**config.mk**
```make
export PLATFORM = sky130hd
export DESIGN_NAME = time_to_posix_time
export DESIGN_NICKNAME = d
export VERILOG_FILES = /design/src/rtl/posix_time_pkg.sv /design/src/rtl/time_to_posix_time_seq_const_mod.sv /design/src/rtl/time_to_posix_time.sv
export SDC_FILE = /design/constraint.sdc
export NUM_CORES = 1
export LEC_CHECK = 0
export CAP_MARGIN = 20
export CORE_MARGIN = 2
export CORE_UTILIZATION = 40
export CTS_CLUSTER_SIZE = 8
export DETAILED_ROUTE_END_ITERATION = 6
export PLACE_DENSITY = 0.62
export SLEW_MARGIN = 20
export SYNTH_ARGS = -nofsm -noshare
export SYNTH_HDL_FRONTEND = slang
export SYNTH_SLANG_ARGS = --single-unit
```
**constraint.sdc**
```tcl
create_clock -name clk_i -period 4.02 [get_ports clk_i]
set_input_delay 0.603 -clock clk_i [delete_from_list [all_inputs] [get_ports clk_i]]
set_output_delay 0.603 -clock clk_i [all_outputs]
set_load 0.005 [all_outputs]
```
**src/rtl/posix_time_pkg.sv**
```systemverilog
// Shared constants, FSM encoding and seconds-of-day helper for the POSIX time-set path.
// Pure package: no timing of its own.
// No flow control; consumed by time_to_posix_time and its divider.
package posix_time_pkg;

  localparam int SEC_IN_MIN  = 60;
  localparam int MIN_IN_HOUR = 60;
  localparam int HOUR_IN_DAY = 24;
  localparam int SEC_IN_HOUR = SEC_IN_MIN * MIN_IN_HOUR;
  localparam int SEC_IN_DAY  = SEC_IN_HOUR * HOUR_IN_DAY;

  localparam int HOUR_W = 5;
  localparam int MIN_W  = 6;
  localparam int SEC_W  = 6;
  localparam int SOD_W  = 17;

  typedef enum logic [1:0] {
    IDLE = 2'd0,
    CALC = 2'd1,
    DONE = 2'd2
  } state_t;

  // h*3600 + m*60 + s using shifts only: 3600 = 2048+1024+512+16, 60 = 64-4.
  function automatic logic [SOD_W-1:0] sod_calc(input logic [HOUR_W-1:0] h,
                                                input logic [MIN_W-1:0]  m,
                                                input logic [SEC_W-1:0]  s);
    logic [SOD_W-1:0] hh;
    logic [SOD_W-1:0] mm;
    logic [SOD_W-1:0] ss;
    hh = SOD_W'(h);
    mm = SOD_W'(m);
    ss = SOD_W'(s);
    return (hh << 11) + (hh << 10) + (hh << 9) + (hh << 4)
         + (mm << 6) - (mm << 2) + ss;
  endfunction

endpackage

```
**src/rtl/time_to_posix_time_seq_const_mod.sv**
```systemverilog
// Sequential restoring remainder of a W-bit dividend by a constant, one bit per cycle.
// Latency W cycles after start; done_o marks the cycle of the final step.
// No backpressure: start is honoured at any time and restarts the operation.
module seq_const_mod #(
  parameter int W     = 32,
  parameter int DIV   = 86400,
  parameter int REM_W = 18
) (
  input  logic             clk_i,
  input  logic             rst_n_i,
  input  logic             start_i,
  input  logic [W-1:0]     dividend_i,
  output logic             busy_o,
  output logic             done_o,
  output logic [REM_W-1:0] rem_o
);

  localparam int CNT_W = $clog2(W) + 1;
  localparam logic [REM_W-1:0] DIV_V = REM_W'(DIV);

  logic [W-1:0]     dvd_q, dvd_d;
  logic [REM_W-1:0] rem_q, rem_d;
  logic [CNT_W-1:0] cnt_q, cnt_d;
  logic             busy_q, busy_d;
  logic [REM_W-1:0] trial;

  // Shift the next dividend bit into the partial remainder; subtract when it fits.
  always_comb begin
    dvd_d  = dvd_q;
    rem_d  = rem_q;
    cnt_d  = cnt_q;
    busy_d = busy_q;
    trial  = {rem_q[REM_W-2:0], dvd_q[W-1]};
    if (start_i) begin
      dvd_d  = dividend_i;
      rem_d  = '0;
      cnt_d  = CNT_W'(W - 1);
      busy_d = 1'b1;
    end else if (busy_q) begin
      dvd_d = {dvd_q[W-2:0], 1'b0};
      rem_d = (trial >= DIV_V) ? (trial - DIV_V) : trial;
      cnt_d = cnt_q - 1'b1;
      if (cnt_q == '0) begin
        busy_d = 1'b0;
      end
    end
  end

  // Divider state registers.
  always_ff @(posedge clk_i or negedge rst_n_i) begin
    if (!rst_n_i) begin
      dvd_q  <= '0;
      rem_q  <= '0;
      cnt_q  <= '0;
      busy_q <= 1'b0;
    end else begin
      dvd_q  <= dvd_d;
      rem_q  <= rem_d;
      cnt_q  <= cnt_d;
      busy_q <= busy_d;
    end
  end

  assign busy_o = busy_q;
  assign done_o = busy_q && (cnt_q == '0);
  assign rem_o  = rem_q;

endmodule

```
**src/rtl/time_to_posix_time.sv**
```systemverilog
// Converts a requested local hh:mm:ss into the POSIX second count on the current local day.
// Latency: valid_o pulses 33 edges after the accepting edge; one request per 34 cycles.
// ready_o is low while a conversion is in flight; valid_i is ignored then.
module time_to_posix_time
  import posix_time_pkg::*;
#(
  parameter int GMT = 3
) (
  input  logic              clk_i,
  input  logic              rst_n_i,
  input  logic [31:0]       cur_posix_i,
  input  logic [HOUR_W-1:0] hour_i,
  input  logic [MIN_W-1:0]  min_i,
  input  logic [SEC_W-1:0]  sec_i,
  input  logic              valid_i,
  output logic              ready_o,
  output logic [31:0]       posix_time_o,
  output logic              valid_o,
  output logic              err_o
);

  // Negative offsets wrap to their two's-complement value.
  localparam logic [31:0] GMT_OFS = 32'(GMT * SEC_IN_HOUR);

  state_t           state_q, state_d;
  logic [31:0]      cur_q;
  logic [SOD_W-1:0] sod_new_q;
  logic [31:0]      posix_q;
  logic             valid_q;
  logic             err_q;

  logic             accept;
  logic             bad_req;
  logic             start;
  logic             mod_busy;
  logic             mod_done;
  logic [17:0]      sod_cur;

  assign bad_req = (hour_i > HOUR_W'(HOUR_IN_DAY - 1)) ||
                   (min_i  > MIN_W'(MIN_IN_HOUR - 1))  ||
                   (sec_i  > SEC_W'(SEC_IN_MIN - 1));
  assign ready_o = (state_q == IDLE) && !mod_busy;
  assign accept  = valid_i && ready_o;
  assign start   = accept && !bad_req;

  // The divider latches local time x = cur + offset itself on start.
  seq_const_mod #(
    .W    (32),
    .DIV  (SEC_IN_DAY),
    .REM_W(18)
  ) u_mod (
    .clk_i     (clk_i),
    .rst_n_i   (rst_n_i),
    .start_i   (start),
    .dividend_i(cur_posix_i + GMT_OFS),
    .busy_o    (mod_busy),
    .done_o    (mod_done),
    .rem_o     (sod_cur)
  );

  // Next-state logic: run the divider, then spend one cycle forming the result.
  always_comb begin
    state_d = state_q;
    case (state_q)
      IDLE:    if (start)    state_d = CALC;
      CALC:    if (mod_done) state_d = DONE;
      DONE:                  state_d = IDLE;
      default:               state_d = IDLE;
    endcase
  end

  // State, request capture and result registers.
  always_ff @(posedge clk_i or negedge rst_n_i) begin
    if (!rst_n_i) begin
      state_q   <= IDLE;
      cur_q     <= '0;
      sod_new_q <= '0;
      posix_q   <= '0;
      valid_q   <= 1'b0;
      err_q     <= 1'b0;
    end else begin
      state_q <= state_d;
      err_q   <= accept && bad_req;
      valid_q <= (state_q == DONE);
      if (start) begin
        cur_q     <= cur_posix_i;
        sod_new_q <= sod_calc(hour_i, min_i, sec_i);
      end
      if (state_q == DONE) begin
        posix_q <= cur_q - 32'(sod_cur) + 32'(sod_new_q);
      end
    end
  end

  assign posix_time_o = posix_q;
  assign valid_o      = valid_q;
  assign err_o        = err_q;

endmodule
```
* Word level (Yosys, flattened, before mapping) *
Cells that the tools add are included.

word-level totals
  output and inout bits = 35
  register bits after elaboration = 142
  word-level logic and storage cells = 55
  bits of input ports = 52

cells by class
  add/sub/neg operators = 11
  magnitude comparators = 4
  multiplexer cells = 13
  reduce and logical (&&, ||, !) cells = 13
  equal/unequal tests = 4

operator list
  kind                                                                                    number
  32-bit two-way mux                                                                      2
  18-bit two-way mux                                                                      3
  32-bit by 14-bit adder with 32-bit output (second input constant)                       1
  32-bit by 17-bit adder with 32-bit output                                               1
  32-bit by 18-bit subtractor with 32-bit output                                          1
  18-bit by 17-bit greater-or-equal comparator with 1-bit output (second input constant)  1
  18-bit by 17-bit subtractor with 18-bit output (second input constant)                  1
  16-bit by 15-bit adder with 17-bit output                                               1
  17-bit by 12-bit adder with 17-bit output                                               1
  17-bit by 14-bit adder with 17-bit output                                               1
  17-bit by 6-bit adder with 17-bit output                                                1
  17-bit by 9-bit adder with 17-bit output                                                1
  17-bit by 8-bit subtractor with 17-bit output                                           1
  6-bit greater-than comparator (second input constant)                                   2
  6-bit two-way mux                                                                       2
  6-bit zero test                                                                         1
  6-bit by 1-bit subtractor with 6-bit output (second input constant)                     1
  5-bit greater-than comparator (second input constant)                                   1
  1-bit logical AND                                                                       5
  2-bit two-way mux                                                                       2
  2-bit != test (second input constant)                                                   2
  2-bit case mux with 2 select lines                                                      1
  1-bit two-way mux                                                                       3
  2-bit by 1-bit == test with 1-bit output (second input constant)                        1
  other kinds (6)                                                                         8

* Longest topological paths before layout *
Gate-level depths: netlist (run 1).

  word-level depth = 7
  gate-level depth with buffers = 14
  gate-level depth less buffers = 14

* Modules after synthesis *
Synthesis (run 1) repeated with hierarchy kept, for this count alone.

second synthesis, totals
  cell total of the unflattened synthesis = 1173
  area, all modules = 10288.6 sq um

modules (own cells, without submodules)
  module              times used  sequential area each (sq um)  cells each  area each (sq um)
  time_to_posix_time  1           2127.0                        865         7205.7
  seq_const_mod       1           1426.4                        308         3083.0

* Worst setup path after synthesis (run 1) *
No wires, ideal clock.

  path type = in2reg
  start point = input hour_i[0]
  end point = register sod_new_q[15]
  stages on the path = 14
  path buffers = 0
  path slack = 289 ps
  data arrival time = 3595 ps
  path through = inv_1 -> fa_1 -> inv_1 -> ha_1 -> ha_1 -> fa_1 -> a21o_1 -> a311o_1 -> a31oi_1 -> nor2b_1 -> o21ai_0 -> a21oi_1 -> xnor2_1 -> o21ai_0

between the ends
  longest elaborated chain between the ends = 6

ends and longest elaborated chain
  element                                        line                      text
  from (decl)                                    time_to_posix_time.sv:12  input logic [HOUR_W-1:0] hour_i,
  16-bit by 15-bit adder with 17-bit output      posix_time_pkg.sv:33      return (hh << 11) + (hh << 10) + (hh << 9) + (hh << 4)
  17-bit by 14-bit adder with 17-bit output      posix_time_pkg.sv:33
  17-bit by 9-bit adder with 17-bit output       posix_time_pkg.sv:33
  17-bit by 12-bit adder with 17-bit output      posix_time_pkg.sv:34      + (mm << 6) - (mm << 2) + ss;
  17-bit by 8-bit subtractor with 17-bit output  posix_time_pkg.sv:34
  17-bit by 6-bit adder with 17-bit output       posix_time_pkg.sv:34
  to (signal assigned)                           time_to_posix_time.sv:87  sod_new_q <= sod_calc(hour_i, min_i, sec_i);
  to (decl)                                      time_to_posix_time.sv:27  logic [SOD_W-1:0] sod_new_q;

Several ways; a longest one is shown, not always the timed one.
A chain may end at the register's enable or synchronous reset.

* Worst setup path after layout (run 1) *
Ends and elaborated chain as after synthesis.

==> summary.md, run 1 <==
| Metric | Value |
|---|---|
| Tmin final | `3840 ps` |
| Post-synth EDFFs | `0` |
| CTS tree | `done` |
| Clock buffer depth | `2` |
| Layout cell share with drive strength beyond 1 | `0.0788` |
| Final worst path period share | `0.956` |
| DR WL/cell | `14.4 um` |
| Largest net degree at the start of global routing | `134` |
| Crit path launch type | `input port` |
| First-pass GRT wire length | `between 30 and 40 mm` |
| H-tree depth | `4` |
| Synth Instances | `around 1100` |
| Total track usage | `0.179` |
| Cell with the most instances after synthesis | `nand2_1` |
| Required time of the critical path | `4310 ps` |
| Detailed placer's ending HPWL | `16.4 mm` |
| Hold Slack | `approximately 240 ps` |
| Crit path kind | `input port to flip-flop` |
| Global placer's final weighted congestion | `0.824` |
| Slowest cell on the critical path | `fa_1` |
| Fmax | `roughly 260 MHz` |
| CP Data Arrival Time | `between 4000 and 5000 ps` |
| ANT nets after route | `0` |
| # IOs | `87` |
| Top FF cell, synth | `dfrtp_1` |
| Crit path capture type | `flip-flop` |
| Top cells by count, synth | `nand2_1, dfrtp_1, inv_1` |
| Slew at the pin with the worst max-slew slack | `a little over 900 ps` |
| Synth area leader | `dfrtp_1` |
| P&R area growth vs syn | `21.2%` |
| Number of buffers added on ports | `86` |
| Post-synthesis sequential area ratio | `0.364` |
| Outcome | `finished clean` |
| Initial antenna violation count | `0` |
| Synth cell types | `between 70 and 80` |
| Worst vdd ir | `between 0.2 and 0.3 mV` |
| DIE HEIGHT | `roughly 160 um` |
| Final Hold Fails | `0` |
| Clock insertion delay at the later pin of the skew report | `430 ps` |
| Via/cell ratio | `around 5.0` |
| DR iter-0 viols | `421` |
| Fill cell count | `~2300` |
| Slew Limit Fails | `0` |
| Nets | `about 1400` |
| Drt drc | `0` |
| Post-Syn Nets | `around 1300` |
| Hold Buf Count CTS | `0` |
| Die Wd | `160 um` |
| Fin cells | `around 1500` |
| Pwr Total | `3.77 mW` |
| Core Util, Final | `0.490` |
| CP max stage delay | `540 ps` |
| Post-Syn Area per Cell | `8.90 sq um` |
| Total placed cells including tap cells | `~1500` |
| Final Setup Violations | `0` |
| Yosys warnings | `0` |
| Post-Syn Area | `9750 sq um` |
| Final worst slack | `between 150 and 200 ps` |
| CTS Buf Count | `17` |
| Routed Wire Length | `around 22 mm` |
| Die Area | `25600 sq um` |
| Top cell type's share of synthesized area | `0.364` |
| CP Max Fanout | `2` |
| Leak pwr | `~5.7 nW` |
| Site Rows | `57` |
| Grt total ovfl | `0` |
| Core area | `24100 sq um` |
| Unrepaired setup endpoints after global routing | `no` |
| Number of max-cap violations | `0` |
| Synthesized flop and latch total | `about 140` |
| Hold crit path type | `input port to asynchronous set/reset pin` |
| Area contributors post-synth | `dfrtp_1, ha_1, nand2_1` |
| Initial core utilization | `0.404` |
| Root Buffer | `clkbuf_16` |
| Asr flop ratio synth | `1.00` |
| Antenna cell count | `0` |
| Pre-CTS setup slack | `-404 ps` |
| Reg2Reg Setup Slack | `around 670 ps` |
| Slew HR | `0.394` |
| Reg clk slew, reported paths | `60 ps` |
| Drt pass-1 iters | `5` |
| Worst Clk Skew | `around 7.7 ps` |
| Vias in the first global route | `about 7500` |
| Worst-path cell chain | `clkdlybuf4s50_1, inv_1, fa_1, inv_1, ha_1, ha_1, fa_1, a21o_1, a311o_1, a31oi_2, nor2b_1, o21ai_1, a21oi_1, xnor2_1, o21ai_0` |
| Power per Cell Area | `approximately 320 nW/um^2` |
| Vias | `7633` |
| CTS Sinks | `142` |
## final cells by class
class	count	area [sq um]	share of cell area
Multi-Input combinational cell	780	5560	0.470
Sequential cell	142	3550	0.301
Timing Repair Buffer	123	1150	0.0975
Clock buffer	22	484	0.0410
Inverter	129	484	0.0410
Tap cell	324	405	0.0343
Clock inverter	10	184	0.0156
## critical path, delay by kind of cell
| family | cells | cell delay [ps] |
|---|---|---|
| simple gates | 1 | 70 |
| buf+inv | 3 | 590 |
| compound gates | 6 | 1110 |
| fa+ha+maj | 4 | 1630 |
| xor+xnor | 1 | 130 |
## timing repair
item | in CTS | in global routing
resized for setup | 0 | 7
endpoints found under the setup margin | 0 | 5
setup buffers | 0 | 1
## cells in the final DEF (no fill, tap or decap), drive strengths merged, types with 20 or more instances in the layout
| cell type | n |
|---|---|
| a211oi | 23 |
| a21o | 20 |
| a21oi | 54 |
| buf | 38 |
| clkbuf | 22 |
| clkdlybuf4s50 | 85 |
| dfrtp | 142 |
| fa | 27 |
| ha | 85 |
| inv | 129 |
| nand2 | 155 |
| nand3 | 24 |
| nor2 | 44 |
| nor2b | 22 |
| o21ai | 114 |
| xnor2 | 34 |
| xor2 | 40 |
## sequential cells by signal (all words and copies together) (netlist names)
name	cells
cur_q	32
err_o	1
posix_time_o	32
sod_new_q	17
state_q	2
u_mod.busy_o	1
u_mod.cnt_q	6
u_mod.dvd_q	32
u_mod.rem_o	18
valid_o	1
## where the power goes
part | switching [mW] | internal, mW
clock network | 0.614 | 1.17
registers | 0 | 1.43
logic | 0.273 | 0.283
## final timing paths
check                              endpoint  cells past startpoint       startpoint
max                           sod_new_q[15]                     15        hour_i[0]
min                        posix_time_o[30]                      1          rst_n_i
max reg2reg                posix_time_o[28]                     11   u_mod.rem_o[8]
min reg2reg                 posix_time_o[4]                      1  posix_time_o[4]
max in group asynchronous  posix_time_o[14]                      2          rst_n_i
min in group clk_i          posix_time_o[4]                      1  posix_time_o[4]
## layer usage
layer,GRT usage,up-vias,routed length (um)
li1,-,3923,-
met1,0.259,3531,11100
met2,0.276,153,9650
met3,0.0236,26,719
met4,0.0651,0,486
met5,0,-,0
## stage by stage
step | TNS, ps | area [sq um]
floorplan | 0 | 9750
global placement | -1540 | 11100
detailed placement | -1760 | 11100
CTS | 0 | 11800
global route | 0 | 11800
finish | 0 | 11800
## cell families (layout without fill, tap and decap cells)
group / after synthesis / after routing / synth area share
and+or+nand+nor: 301 / 301 / 0.141
buffers and inverters: 173 / 284 / 0.0688
DFF: 142 / 142 / 0.364
AOI/OAI and AO/OA: 278 / 278 / 0.179
adders and majority gates: 112 / 112 / 0.165
muxes: 15 / 15 / 0.0157
xor gates and xnor gates: 74 / 74 / 0.0665
Power figures use the tool's default switching activity.
==> inputs of run 2 (changes only) <==
CAP_MARGIN = 25   (was 20)
==> results of run 2 <==
Final layout, timing and power as in run 1 (identical DEF).
